--- config.mk ---
export PLATFORM = sky130hd
export DESIGN_NAME = afifo_rd_stream_flat
export DESIGN_NICKNAME = d
export VERILOG_FILES = /design/src/rtl/afifo_rd_stream_if.sv /design/src/rtl/afifo_rd_stream.sv /design/src/flat_wrapper.sv
export SDC_FILE = /design/constraint.sdc
export NUM_CORES = 1
export LEC_CHECK = 0
export CAP_MARGIN = 20
export CORE_MARGIN = 2
export CORE_UTILIZATION = 54
export DETAILED_ROUTE_END_ITERATION = 6
export HOLD_SLACK_MARGIN = 0.1
export PLACE_DENSITY = 0.8
export SLEW_MARGIN = 15
export SYNTH_ARGS = -nofsm -noshare
export SYNTH_HDL_FRONTEND = slang
export SYNTH_SLANG_ARGS = --single-unit
--- constraint.sdc ---
create_clock -name i_clk -period 5.2 [get_ports i_clk]
set_input_delay 0.78 -clock i_clk [delete_from_list [all_inputs] [get_ports i_clk]]
set_output_delay 0.78 -clock i_clk [all_outputs]
set_load 0.02 [all_outputs]
--- src/rtl/afifo_rd_stream_if.sv ---
// Read-side bundle of the dual-clock FIFO consumer: the FIFO read port plus the
// outgoing valid/ready stream. The master modport is the consumer block itself.
interface afifo_rd_stream_if #(
   parameter int WIDTH = 8
);
   logic             i_fifo_empty;
   logic             o_fifo_rd_en;
   logic [WIDTH-1:0] i_fifo_data;
   logic             o_valid;
   logic [WIDTH-1:0] o_data;
   logic             o_last;
   logic             i_ready;

   modport master (
      input  i_fifo_empty, i_fifo_data, i_ready,
      output o_fifo_rd_en, o_valid, o_data, o_last
   );

   modport slave (
      output i_fifo_empty, i_fifo_data, i_ready,
      input  o_fifo_rd_en, o_valid, o_data, o_last
   );
endinterface

--- src/rtl/afifo_rd_stream.sv ---
// FIFO read-side consumer: pulls words into a 2-entry registered skid buffer and
// presents them as a valid/ready stream with optional fixed-length packet framing.
module afifo_rd_stream #(
   parameter int WIDTH = 8,
   parameter int LEN_W = 8,
   parameter int CNT_W = 16
) (
   input  logic             i_clk,
   input  logic             i_rst,
   input  logic             i_enable,
   input  logic [LEN_W-1:0] i_pkt_len,
   afifo_rd_stream_if.master bus,
   output logic             o_busy,
   output logic [CNT_W-1:0] o_pkt_cnt
);

   typedef enum logic [1:0] {IDLE, RUN, FINISH} state_t;

   state_t                 state_q, state_d;
   logic [1:0]             cnt_q, cnt_d;
   logic [LEN_W-1:0]       idx_q, idx_d;
   logic [LEN_W-1:0]       len_q, len_cur;
   logic [1:0][WIDTH-1:0]  data_q;
   logic [1:0]             last_q;
   logic                   rd_en;
   logic                   pop;
   logic                   tag_last;
   logic                   wr_slot;

   // Read issue depends on registered state only, never on downstream ready.
   always_comb begin
      rd_en = ((state_q == RUN) || (state_q == FINISH)) && !bus.i_fifo_empty && (cnt_q != 2'd2);
      pop   = (cnt_q != 2'd0) && bus.i_ready;
   end

   // The packet length is sampled only at the first word of a packet.
   always_comb begin
      len_cur  = (idx_q == '0) ? i_pkt_len : len_q;
      tag_last = (len_cur != '0) && (idx_q == (len_cur - LEN_W'(1)));
      idx_d    = idx_q;
      if (rd_en) begin
         idx_d = ((len_cur == '0) || tag_last) ? '0 : (idx_q + LEN_W'(1));
      end
      cnt_d   = cnt_q + {1'b0, rd_en} - {1'b0, pop};
      wr_slot = !((cnt_q == 2'd0) || ((cnt_q == 2'd1) && pop));
   end

   // The stop decision looks at the post-push index so a word pushed in the
   // same cycle is never stranded mid-packet.
   always_comb begin
      state_d = state_q;
      case (state_q)
         IDLE:    if (i_enable) state_d = RUN;
         RUN:     if (!i_enable) state_d = (idx_d == '0) ? IDLE : FINISH;
         FINISH:  if (rd_en && tag_last) state_d = IDLE;
         default: state_d = IDLE;
      endcase
   end

   always_ff @(posedge i_clk or posedge i_rst) begin
      if (i_rst) begin
         state_q   <= IDLE;
         cnt_q     <= 2'd0;
         idx_q     <= '0;
         len_q     <= '0;
         o_pkt_cnt <= '0;
      end else begin
         state_q <= state_d;
         cnt_q   <= cnt_d;
         idx_q   <= idx_d;
         if (rd_en && (idx_q == '0)) len_q <= i_pkt_len;
         if (pop && last_q[0]) o_pkt_cnt <= o_pkt_cnt + CNT_W'(1);
      end
   end

   // Buffer payload carries no reset; the outputs are masked by the entry count.
   always_ff @(posedge i_clk) begin
      if (pop) begin
         data_q[0] <= data_q[1];
         last_q[0] <= last_q[1];
      end
      if (rd_en) begin
         data_q[wr_slot] <= bus.i_fifo_data;
         last_q[wr_slot] <= tag_last;
      end
   end

   always_comb begin
      bus.o_fifo_rd_en = rd_en;
      bus.o_valid      = (cnt_q != 2'd0);
      bus.o_data       = (cnt_q != 2'd0) ? data_q[0] : '0;
      bus.o_last       = (cnt_q != 2'd0) && last_q[0];
      o_busy           = (state_q != IDLE) || (cnt_q != 2'd0);
   end

endmodule

--- src/flat_wrapper.sv ---
// flat-port wrapper written by rule: the top's interface ports become plain ports
module afifo_rd_stream_flat 
#(
   parameter int WIDTH = 8,
   parameter int LEN_W = 8,
   parameter int CNT_W = 16
)
  (i_clk, i_rst, i_enable, i_pkt_len, o_busy, o_pkt_cnt, bus_i_fifo_empty, bus_i_fifo_data, bus_i_ready, bus_o_fifo_rd_en, bus_o_valid, bus_o_data, bus_o_last);
  afifo_rd_stream_if #(.WIDTH(WIDTH)) bus_i ();
  input  logic i_clk;
  input  logic i_rst;
  input  logic i_enable;
  input  logic [LEN_W-1:0] i_pkt_len;
  output logic o_busy;
  output logic [CNT_W-1:0] o_pkt_cnt;
  input wire logic [$bits(bus_i.i_fifo_empty)-1:0] bus_i_fifo_empty;
  input wire logic [$bits(bus_i.i_fifo_data)-1:0] bus_i_fifo_data;
  input wire logic [$bits(bus_i.i_ready)-1:0] bus_i_ready;
  output wire logic [$bits(bus_i.o_fifo_rd_en)-1:0] bus_o_fifo_rd_en;
  output wire logic [$bits(bus_i.o_valid)-1:0] bus_o_valid;
  output wire logic [$bits(bus_i.o_data)-1:0] bus_o_data;
  output wire logic [$bits(bus_i.o_last)-1:0] bus_o_last;
  assign bus_i.i_fifo_empty = bus_i_fifo_empty;
  assign bus_i.i_fifo_data = bus_i_fifo_data;
  assign bus_i.i_ready = bus_i_ready;
  assign bus_o_fifo_rd_en = bus_i.o_fifo_rd_en;
  assign bus_o_valid = bus_i.o_valid;
  assign bus_o_data = bus_i.o_data;
  assign bus_o_last = bus_i.o_last;
  afifo_rd_stream #(.WIDTH(WIDTH), .LEN_W(LEN_W), .CNT_W(CNT_W)) u_core (.i_clk(i_clk), .i_rst(i_rst), .i_enable(i_enable), .i_pkt_len(i_pkt_len), .bus(bus_i), .o_busy(o_busy), .o_pkt_cnt(o_pkt_cnt));
endmodule
==> impl_metrics.json <==
{
  "post_cts_buffers": 0,
  "hold_path_class": "register to register",
  "period_minus_slack_ps": 4020,
  "clock_latency_ps": 300,
  "dieArea_um2": 6540,
  "start_util": 0.569,
  "hold_viol_final": 0,
  "core_um2": 5610,
  "syn_avg_cell_area_um2": 10.1,
  "syn_inst": 316,
  "firstDrtPassIters": 4,
  "wl_um": 6630,
  "vias": 2493,
  "grt_pass1_vias": 2471,
  "wl_per_cell_um": 15.2,
  "syn_area_um2": 3190,
  "die_w_um": 80.9,
  "grt_pass1_wl_um": 11500,
  "holdPathStages": 1,
  "power_mw": 2.02,
  "finalInstanceArea_um2": 3790,
  "hold_ws_ps": 472,
  "synth.net_count": 347,
  "cts_tree": "built",
  "end_kind": "register",
  "fin_worst_skew_ps": 5.80,
  "clockBufferDepth": 2,
  "rsz0062_at_grt": "false",
  "dp.cells": 427,
  "fillerInstances": 475,
  "syn_to_final_growth_pct": 18.9,
  "post_cts_resize_count": 0,
  "ys_types": 67,
  "cts-root-buf": "clkbuf_8",
  "grt_max_degree": 37,
  "gp_congestion": 0.901,
  "final_nets": 393,
  "drv_slew": 0,
  "cts_hold_buf": 0,
  "relSlewSlack": 0.401,
  "grt_overflow": 0,
  "track_usage": 0.222,
  "hpwl_um": 4880,
  "ys.flop_type": "dfrtp_1",
  "cp_max_fo": 9,
  "drt_iter0_drc": 252,
  "clk_pin_slew_ps": 90,
  "cts_inserted_buffers": 5,
  "cp.required_ps": 5400,
  "fp.dieH_um": 80.9,
  "post-place-ws_ps": 1240,
  "synth_warnings": 0,
  "status": "finished clean",
  "synth-seq-cells": 54,
  "rows": 27,
  "setup_ws_ps": 1180,
  "viasPerCell": 5.73,
  "fin_cells": 435,
  "htree_levels": 2,
  "reg2reg_depth": 13,
  "port_buffers": 48,
  "cts.sinks": 54,
  "synth-seq-area-share": 0.424,
  "drc": 0,
  "worst_pin_slew_ps": 896,
  "synth_edf_count": 9,
  "ir_drop_mv": 0.390,
  "async_flop_share": 0.667,
  "ios": 49,
  "setup_violations": 0,
  "maxCapViolCount": 0,
  "antenna_found_initial": 0,
  "finalCritPeriodShare": 0.772,
  "criticalPathCategory": "register to register",
  "powerDensity_nw_per_um2": 531,
  "leakagePower_nw": 1.52,
  "startpoint_type": "register",
  "arrival_ps": 4210,
  "place_area_um2": 3680,
  "fin_util": 0.677,
  "fin_setup_tns_ps": 0,
  "num_antenna_cells": 0,
  "drive_gt1_frac": 0.102,
  "antenna_left": 0,
  "fmax_ghz": 0.249
}
-- critical path, stage by stage, from the launching register on --
cell and delay [ps]:
dfrtp_1 440, inv_1 160, ha_1 190, or4b_4 500
nor2_2 350, mux2i_1 290, ha_1 320, nand2_1 80
nor2_1 100, a31oi_1 50, or3b_2 460, a2111oi_0 500
a21oi_2 140, mux2_4 320
-- metal layers --
metal | track usage | vias up | part of all wire
li1 | - | 1221 | -
met1 | 0.312 | 1193 | 0.46
met2 | 0.361 | 72 | 0.49
met3 | 0.0344 | 7 | 0.044
met4 | 0.0542 | 0 | 0.0086
met5 | 0 | - | 0
-- layout by cell type, fill, tap and decap left out, drive strengths merged, types with 6 or more instances in the layout --
cell / netlist / final
edfxtp: 9 / 9
nor2b: 12 / 12
nor3: 8 / 8
ha: 10 / 10
and3: 8 / 8
dfrtp: 36 / 36
inv: 11 / 12
o21ai: 20 / 20
mux2: 11 / 11
xnor2: 18 / 18
mux2i: 12 / 12
clkdlybuf4s50: 0 / 48
a21oi: 7 / 7
or4: 6 / 6
xor2: 10 / 10
nand2: 31 / 31
nor2: 20 / 20
dfxtp: 9 / 9
nand3: 12 / 12
-- path summary, 6_finish.rpt --
| path | end | slack, ps | startpoint |
|---|---|---|---|
| setup / recovery | u_core.state_q[0]$_DFFE_PP0P_ | 1180 | u_core.idx_q[0]$_DFF_PP0_ |
| max in group asynchronous | u_core.idx_q[1]$_DFF_PP0_ | 4000 | i_rst |
| min in group asynchronous | u_core.state_q[0]$_DFFE_PP0P_ | 880 | i_rst |
| hold reg to reg | u_core.o_pkt_cnt[15]$_DFFE_PP0P_ | 470 | u_core.o_pkt_cnt[15]$_DFFE_PP0P_ |
| setup reg to reg | u_core.state_q[0]$_DFFE_PP0P_ | 1180 | u_core.idx_q[0]$_DFF_PP0_ |
| hold / removal | u_core.o_pkt_cnt[15]$_DFFE_PP0P_ | 470 | u_core.o_pkt_cnt[15]$_DFFE_PP0P_ |
-- power by group --
group | switching [mW] | internal (mW) | leakage, nW
Combinational | 0.549 | 0.475 | 0.839
Sequential | 0.143 | 0.569 | 0.620
Clock | 0.136 | 0.144 | 0.0562
Total | 0.828 | 1.19 | 1.52
-- logic make-up after synthesis --
family	synth area share
and+or+nand+nor	0.220
DFF	0.424
AOI/OAI and AO/OA	0.118
xor gates and xnor gates	0.0769
buffers and inverters	0.0443
muxes	0.0776
adders and majority gates	0.0392
-- state kept, by name (all words and copies together) (netlist names) --
name              count
u_core.cnt_q          2
u_core.data_q        16
u_core.idx_q          8
u_core.last_q         2
u_core.len_q          8
u_core.o_pkt_cnt     16
u_core.state_q        2
-- layout make-up --
cell class,count,area [µm²],area share
Multi-Input combinational cell,239,1700,0.447
Sequential cell,54,1350,0.356
Clock buffer,5,68.8,0.0181
Inverter,11,41.3,0.0109
Clock inverter,3,42.5,0.0112
Timing Repair Buffer,51,503,0.133
Tap cell,72,90.1,0.0237
-- cells in the mapped netlist, types with 2 or more instances --
master	n	area [µm²]
dfrtp_1	36	901
nand2_1	30	113
nor2_1	19	71.3
o21ai_0	18	90.1
xnor2_1	18	158
mux2i_1	12	120
nor2b_1	12	75.1
inv_1	11	41.3
nand3_1	11	55.1
ha_1	10	125
mux2_2	10	113
xor2_1	10	87.6
dfxtp_1	9	180
edfxtp_1	9	270
nor3_1	8	40.0
and3_1	6	37.5
or4_1	6	45.0
a21oi_1	5	25.0
nand4_1	5	31.3
and2_1	4	25.0
buf_6	4	45.0
nand2b_1	4	25.0
a31oi_1	3	18.8
clkbuf_1	3	11.3
nand4b_1	3	26.3
a21boi_0	2	15.0
a21oi_2	2	17.5
a221o_1	2	20.0
and3_2	2	15.0
clkbuf_8	2	27.5
nand3b_1	2	15.0
o2111ai_1	2	17.5
or3_1	2	12.5
No activity file was read; power rests on OpenSTA's default activity.
